### src/rtl/arm_pipe_pkg.sv
// Shared pipeline defaults for the ID-stage register file and its write scoreboard.
package arm_pipe_pkg;

    localparam int DATA_W_DEF   = 32;
    localparam int NUM_REGS_DEF = 16;
    localparam int CNT_W_DEF    = 2;

    // Address width for a register count; a single register still gets one address bit.
    function automatic int addr_w(input int num_regs);
        return (num_regs > 1) ? $clog2(num_regs) : 1;
    endfunction

    localparam int ADDR_W_DEF = addr_w(NUM_REGS_DEF);

endpackage

### src/rtl/sb_counter.sv
// Per-register count of in-flight writes, with flags for the scoreboard.
module sb_counter
    import arm_pipe_pkg::*;
#(
    parameter int CNT_W = CNT_W_DEF
) (
    input  logic clk,
    input  logic rst,
    input  logic inc_i,
    input  logic dec_i,
    output logic at_max_o,
    output logic nonzero_o,
    output logic last_o,
    output logic underflow_o
);

    logic [CNT_W-1:0] cnt_q;
    logic [CNT_W-1:0] cnt_d;
    logic             do_dec;

    assign nonzero_o   = (cnt_q != '0);
    assign last_o      = (cnt_q == CNT_W'(1));
    assign at_max_o    = &cnt_q;
    assign do_dec      = dec_i && nonzero_o;
    // A write-back with nothing outstanding, unless an issue arrives the same cycle.
    assign underflow_o = dec_i && !nonzero_o && !inc_i;

    always_comb begin
        cnt_d = cnt_q;
        if (inc_i && !do_dec) begin
            cnt_d = cnt_q + CNT_W'(1);
        end else if (do_dec && !inc_i) begin
            cnt_d = cnt_q - CNT_W'(1);
        end
    end

    always_ff @(posedge clk) begin
        if (!rst) begin
            cnt_q <= '0;
        end else begin
            cnt_q <= cnt_d;
        end
    end

endmodule

### src/rtl/id_regfile_scoreboard.sv
// ID-stage register file with write-first bypass and a per-register pending-write
// scoreboard that raises hazard for RAW dependencies and counter saturation.
module id_regfile_scoreboard
    import arm_pipe_pkg::*;
#(
    parameter int  DATA_W   = DATA_W_DEF,
    parameter int  NUM_REGS = NUM_REGS_DEF,
    parameter int  CNT_W    = CNT_W_DEF,
    localparam int ADDR_W   = addr_w(NUM_REGS)
) (
    input  logic              clk,
    input  logic              rst,
    input  logic              issue_valid,
    input  logic              issue_wb_en,
    input  logic [ADDR_W-1:0] issue_dest,
    input  logic              flush,
    input  logic [ADDR_W-1:0] src1_addr,
    input  logic [ADDR_W-1:0] src2_addr,
    input  logic              two_src,
    output logic [DATA_W-1:0] rd1_data,
    output logic [DATA_W-1:0] rd2_data,
    output logic              hazard,
    output logic              issue_fire,
    input  logic              wb_en,
    input  logic [ADDR_W-1:0] wb_dest,
    input  logic [DATA_W-1:0] wb_value,
    output logic              sb_err
);

    logic [DATA_W-1:0]   mem_q [NUM_REGS];
    logic [NUM_REGS-1:0] wb_hit;
    logic [NUM_REGS-1:0] inc_hit;
    logic [NUM_REGS-1:0] at_max;
    logic [NUM_REGS-1:0] nonzero;
    logic [NUM_REGS-1:0] last;
    logic [NUM_REGS-1:0] underflow;
    logic [NUM_REGS-1:0] pend;
    logic                sb_err_q;

    assign rd1_data = (wb_en && (wb_dest == src1_addr)) ? wb_value : mem_q[src1_addr];
    assign rd2_data = (wb_en && (wb_dest == src2_addr)) ? wb_value : mem_q[src2_addr];

    assign hazard = issue_valid &&
                    (pend[src1_addr] ||
                     (two_src && pend[src2_addr]) ||
                     (issue_wb_en && at_max[issue_dest]));

    assign issue_fire = issue_valid && !hazard && !flush;
    assign sb_err     = sb_err_q;

    genvar gi;
    generate
        for (gi = 0; gi < NUM_REGS; gi++) begin : g_reg
            assign wb_hit[gi]  = wb_en && (wb_dest == ADDR_W'(gi));
            assign inc_hit[gi] = issue_fire && issue_wb_en && (issue_dest == ADDR_W'(gi));
            // The final outstanding write landing this cycle is bypassed, so it no longer blocks.
            assign pend[gi]    = nonzero[gi] && !(wb_hit[gi] && last[gi]);

            sb_counter #(
                .CNT_W(CNT_W)
            ) u_cnt (
                .clk        (clk),
                .rst        (rst),
                .inc_i      (inc_hit[gi]),
                .dec_i      (wb_hit[gi]),
                .at_max_o   (at_max[gi]),
                .nonzero_o  (nonzero[gi]),
                .last_o     (last[gi]),
                .underflow_o(underflow[gi])
            );
        end
    endgenerate

    always_ff @(posedge clk) begin
        if (!rst) begin
            for (int i = 0; i < NUM_REGS; i++) begin
                mem_q[i] <= '0;
            end
        end else if (wb_en) begin
            mem_q[wb_dest] <= wb_value;
        end
    end

    always_ff @(posedge clk) begin
        if (!rst) begin
            sb_err_q <= 1'b0;
        end else if (|underflow) begin
            sb_err_q <= 1'b1;
        end
    end

endmodule

### config.mk
export PLATFORM = sky130hd
export DESIGN_NAME = id_regfile_scoreboard
export DESIGN_NICKNAME = d
export VERILOG_FILES = /design/src/rtl/arm_pipe_pkg.sv /design/src/rtl/sb_counter.sv /design/src/rtl/id_regfile_scoreboard.sv
export SDC_FILE = /design/constraint.sdc
export NUM_CORES = 1
export LEC_CHECK = 0
export CORE_ASPECT_RATIO = 0.7
export CORE_MARGIN = 2
export CORE_UTILIZATION = 36
export DETAILED_ROUTE_END_ITERATION = 8
export GPL_ROUTABILITY_DRIVEN = 0
export PLACE_DENSITY = 0.48
export SETUP_SLACK_MARGIN = 0.4
export SLEW_MARGIN = 20
export SYNTH_ARGS = -nofsm -noshare
export SYNTH_HDL_FRONTEND = slang
export SYNTH_SLANG_ARGS = --single-unit
### constraint.sdc
create_clock -name clk -period 9.95 [get_ports clk]
set_input_delay 1.99 -clock clk [delete_from_list [all_inputs] [get_ports clk]]
set_output_delay 1.99 -clock clk [all_outputs]
set_load 0.02 [all_outputs]
==> flow_summary.yaml <==
die:
  die-area_um2: 88600
  core_area_um2: 85800
  rows: 90
  die_h_um: 250
  ioPinCount: 122
  die_x_um: 355
  initial_utilization_pct: 36.2
finish:
  mostFrequentLayoutCell: "and2_1"
  drive_above_1_share_pct: 27.0
  nets: 2218
  synthToLayoutAreaGrowth_pct: 14.1
  final_cell_mix: "and2_1 (545), edfxtp_1 (512), mux4_2 (324)"
clock_network:
  numCtsBuffers: 58
  htreeDepth: 2
  cts.path.max_buffers: 3
  clock_latency_ns: 0.62
  hold_buffers: 0
  root_buffer: "clkbuf_16"
  clk_pin_slew_ns: 0.06
  post_cts_resized: 0
  post-cts-setup-buffers: 0
  cts_tree: "yes"
  clock_sinks: 545
route:
  drtIter0Drc: 1966
  wirelength_mm: 102
  ant_nets: 0
  vias: 18826
  wl_per_cell_um: 30.9
  drc: 0
  viasPerCell: 5.71
  dr.pass1.iters: 7
sta:
  clock_skew_ns: 0.00950
  fin_crit_ns: 7.82
  slew_headroom_pct: 27.0
  tightest_slew_ns: 1.10
  rsz0062_at_grt: "no"
  setup_viol: 0
  finalCritPeriodShare_pct: 78.6
  fmax_ghz: 0.128
  hold_viol: 0
  fin_tns_setup_ns: 0
  drv_slew: 0
grt:
  antenna_found_initial: 9
  grt_pass1_vias: 19595
  grt_pass1_wl_mm: 147
  grt_max_degree: 89
  grt_overflow: 0
  grt_use_total_pct: 23.2
setup_path:
  path_max_fanout: 20
  worstSetupStartpointType: "input port"
  path_class: "in -> out"
  path_cells: "clkdlybuf4s50_1 > nor3b_2 > a311oi_1 > nor3_1 > o311ai_1 > a211oi_2 > o21ai_0 > nor3b_1 > clkdlybuf4s50_1"
  end_kind: "output pin"
  cp_slowest_cell: "clkdlybuf4s50_1"
  cp.arrival_ns: 5.83
  critPathMaxStageDelay_ns: 0.85
  crit_path_frequent_cell: "clkdlybuf4s50_1"
  path_delay_family: "buffers and inverters"
  crit_buf_inv: 2
  required_ns: 7.96
synthesis:
  yosysSeqAreaShare_pct: 51.6
  yosys_warnings: 0
  synth_top_area_share_pct: 49.5
  synth-seq-cells: 545
  synth.cell_area_um2: 31000
  yosysUniqueCellTypes: 63
  syn_area_per_cell_um2: 15.1
  syn_inst: 2059
  synth_flop_cell: "edfxtp_1"
  synthTopCellsByArea: "edfxtp_1 (50%), mux4_2 (24%), and2_1 (11%)"
  synth_top_area_cell: "edfxtp_1"
  synth_edf_count: 512
  async_flop_share_pct: 0
  synth_fp_nets: 2178
power_and_ir_drop:
  ir_drop_v: 0.000139
  leakagePower_nw: 12.0
  powerDensity_nw_per_um2: 163
  power.total_w: 0.00576
worst_hold_path:
  hp-class: "reg -> reg"
run:
  drv_cap: 0
status:
  status: "complete, no violations"
placement:
  port_buffers: 121
  hpwl_mm: 54.1
## layout make-up
| type | instances | area (µm²) |
|---|---|---|
| inverter | 41 | 155 |
| sequential | 545 | 16000 |
| antenna | 2 | 5.00 |
| fill | 7746 | 50400 |
| timing repair buffer | 166 | 1570 |
| tap | 1150 | 1440 |
| clock inverter | 29 | 317 |
| multi-input combinational | 1287 | 14300 |
| clock buffer | 78 | 1550 |
## worst paths after layout
check / startpoint / end / slack (ns) / depth (start not counted)
worst max-delay path: wb_dest[3] / issue_fire / 2.13 / 9
worst min-delay path: g_reg[7].u_cnt.cnt_q[1] / g_reg[7].u_cnt.cnt_q[1] / 0.60 / 3
worst max register to register: g_reg[15].u_cnt.cnt_q[0] / g_reg[6].u_cnt.cnt_q[1] / 6.58 / 11
worst min register to register: g_reg[7].u_cnt.cnt_q[1] / g_reg[7].u_cnt.cnt_q[1] / 0.60 / 3
## per-layer routing
metal | global-route usage, % | routed length [µm] | vias up
met3 | 4.51 | 7610 | 129
met1 | 32.5 | 44200 | 10010
met5 | 0 | 26 | -
met2 | 37.4 | 48500 | 716
met4 | 4.67 | 1700 | 4
li1 | - | - | 7967
## flip-flops by register name, summed over array words and instances, names as in the netlist
signal         count
sb_err             1
g.u_cnt.cnt_q     32
mem_q            512
## worst register-to-register path: cells and delay by family, from the launching register on
kind / cells / cell delay, ns
mux: 3 / 0.99
compound gates: 1 / 0.06
flops: 1 / 0.35
fa+ha+maj: 2 / 0.57
simple gates: 5 / 1.31
## where the power goes
part | internal [W] | total (W) | leakage [nW] | switching, W
registers | 0.00264 | 0.00270 | 5.17 | 0.0000594
logic | 0.000403 | 0.000851 | 5.89 | 0.000448
clock network | 0.00127 | 0.00221 | 0.897 | 0.000942
total | 0.00431 | 0.00576 | 12.0 | 0.00145
## logic make-up (layout without fill, tap and decap cells)
group           count (synthesis)  count (layout)  share of synthesized area (%)
simple gates                  710             710                           13.8
xor+xnor                       37              37                           1.04
other cells                     0               2                              0
compound gates                 83              83                           2.01
flops                         545             545                           51.6
mux                           393             393                           26.0
fa+ha+maj                      64              64                           2.58
buf+inv                       227             314                           2.91
## per-stage QoR
stage / cells / util (%) / hold slack, ns / cell area (µm²) / setup WS [ns]
2_1_floorplan: 2059 / - / 0.553 / 31000 / 3.44
3_3_place_gp: 3189 / 39.1 / 0.568 / 33500 / 2.27
3_5_place_dp: 3189 / 39.1 / 0.587 / 33500 / 2.18
4_1_cts: 3296 / 41.3 / 0.602 / 35400 / 2.16
5_1_grt: 3296 / 41.3 / 0.641 / 35400 / 1.91
6_report: 3298 / 41.3 / 0.597 / 35400 / 2.13
## cell usage after synthesis, types with 4 or more instances
master,instances
a311oi_1,14
edfxtp_1,512
a21oi_1,4
xnor2_1,17
xor2_1,20
dfxtp_1,33
ha_1,64
o21ai_0,27
buf_1,29
nand3_1,13
inv_1,40
or2_2,10
and2_1,545
nor3_1,9
nand2b_1,5
nand3b_1,4
and3_1,4
o2111ai_1,8
nand2_1,44
or3_1,13
mux2_2,66
mux4_2,324
clkbuf_1,141
nor2_1,32
nor4_1,5
a31oi_1,9
nor2b_1,4
buf_2,8
buf_4,5
No activity file was read; power rests on OpenSTA's default activity.
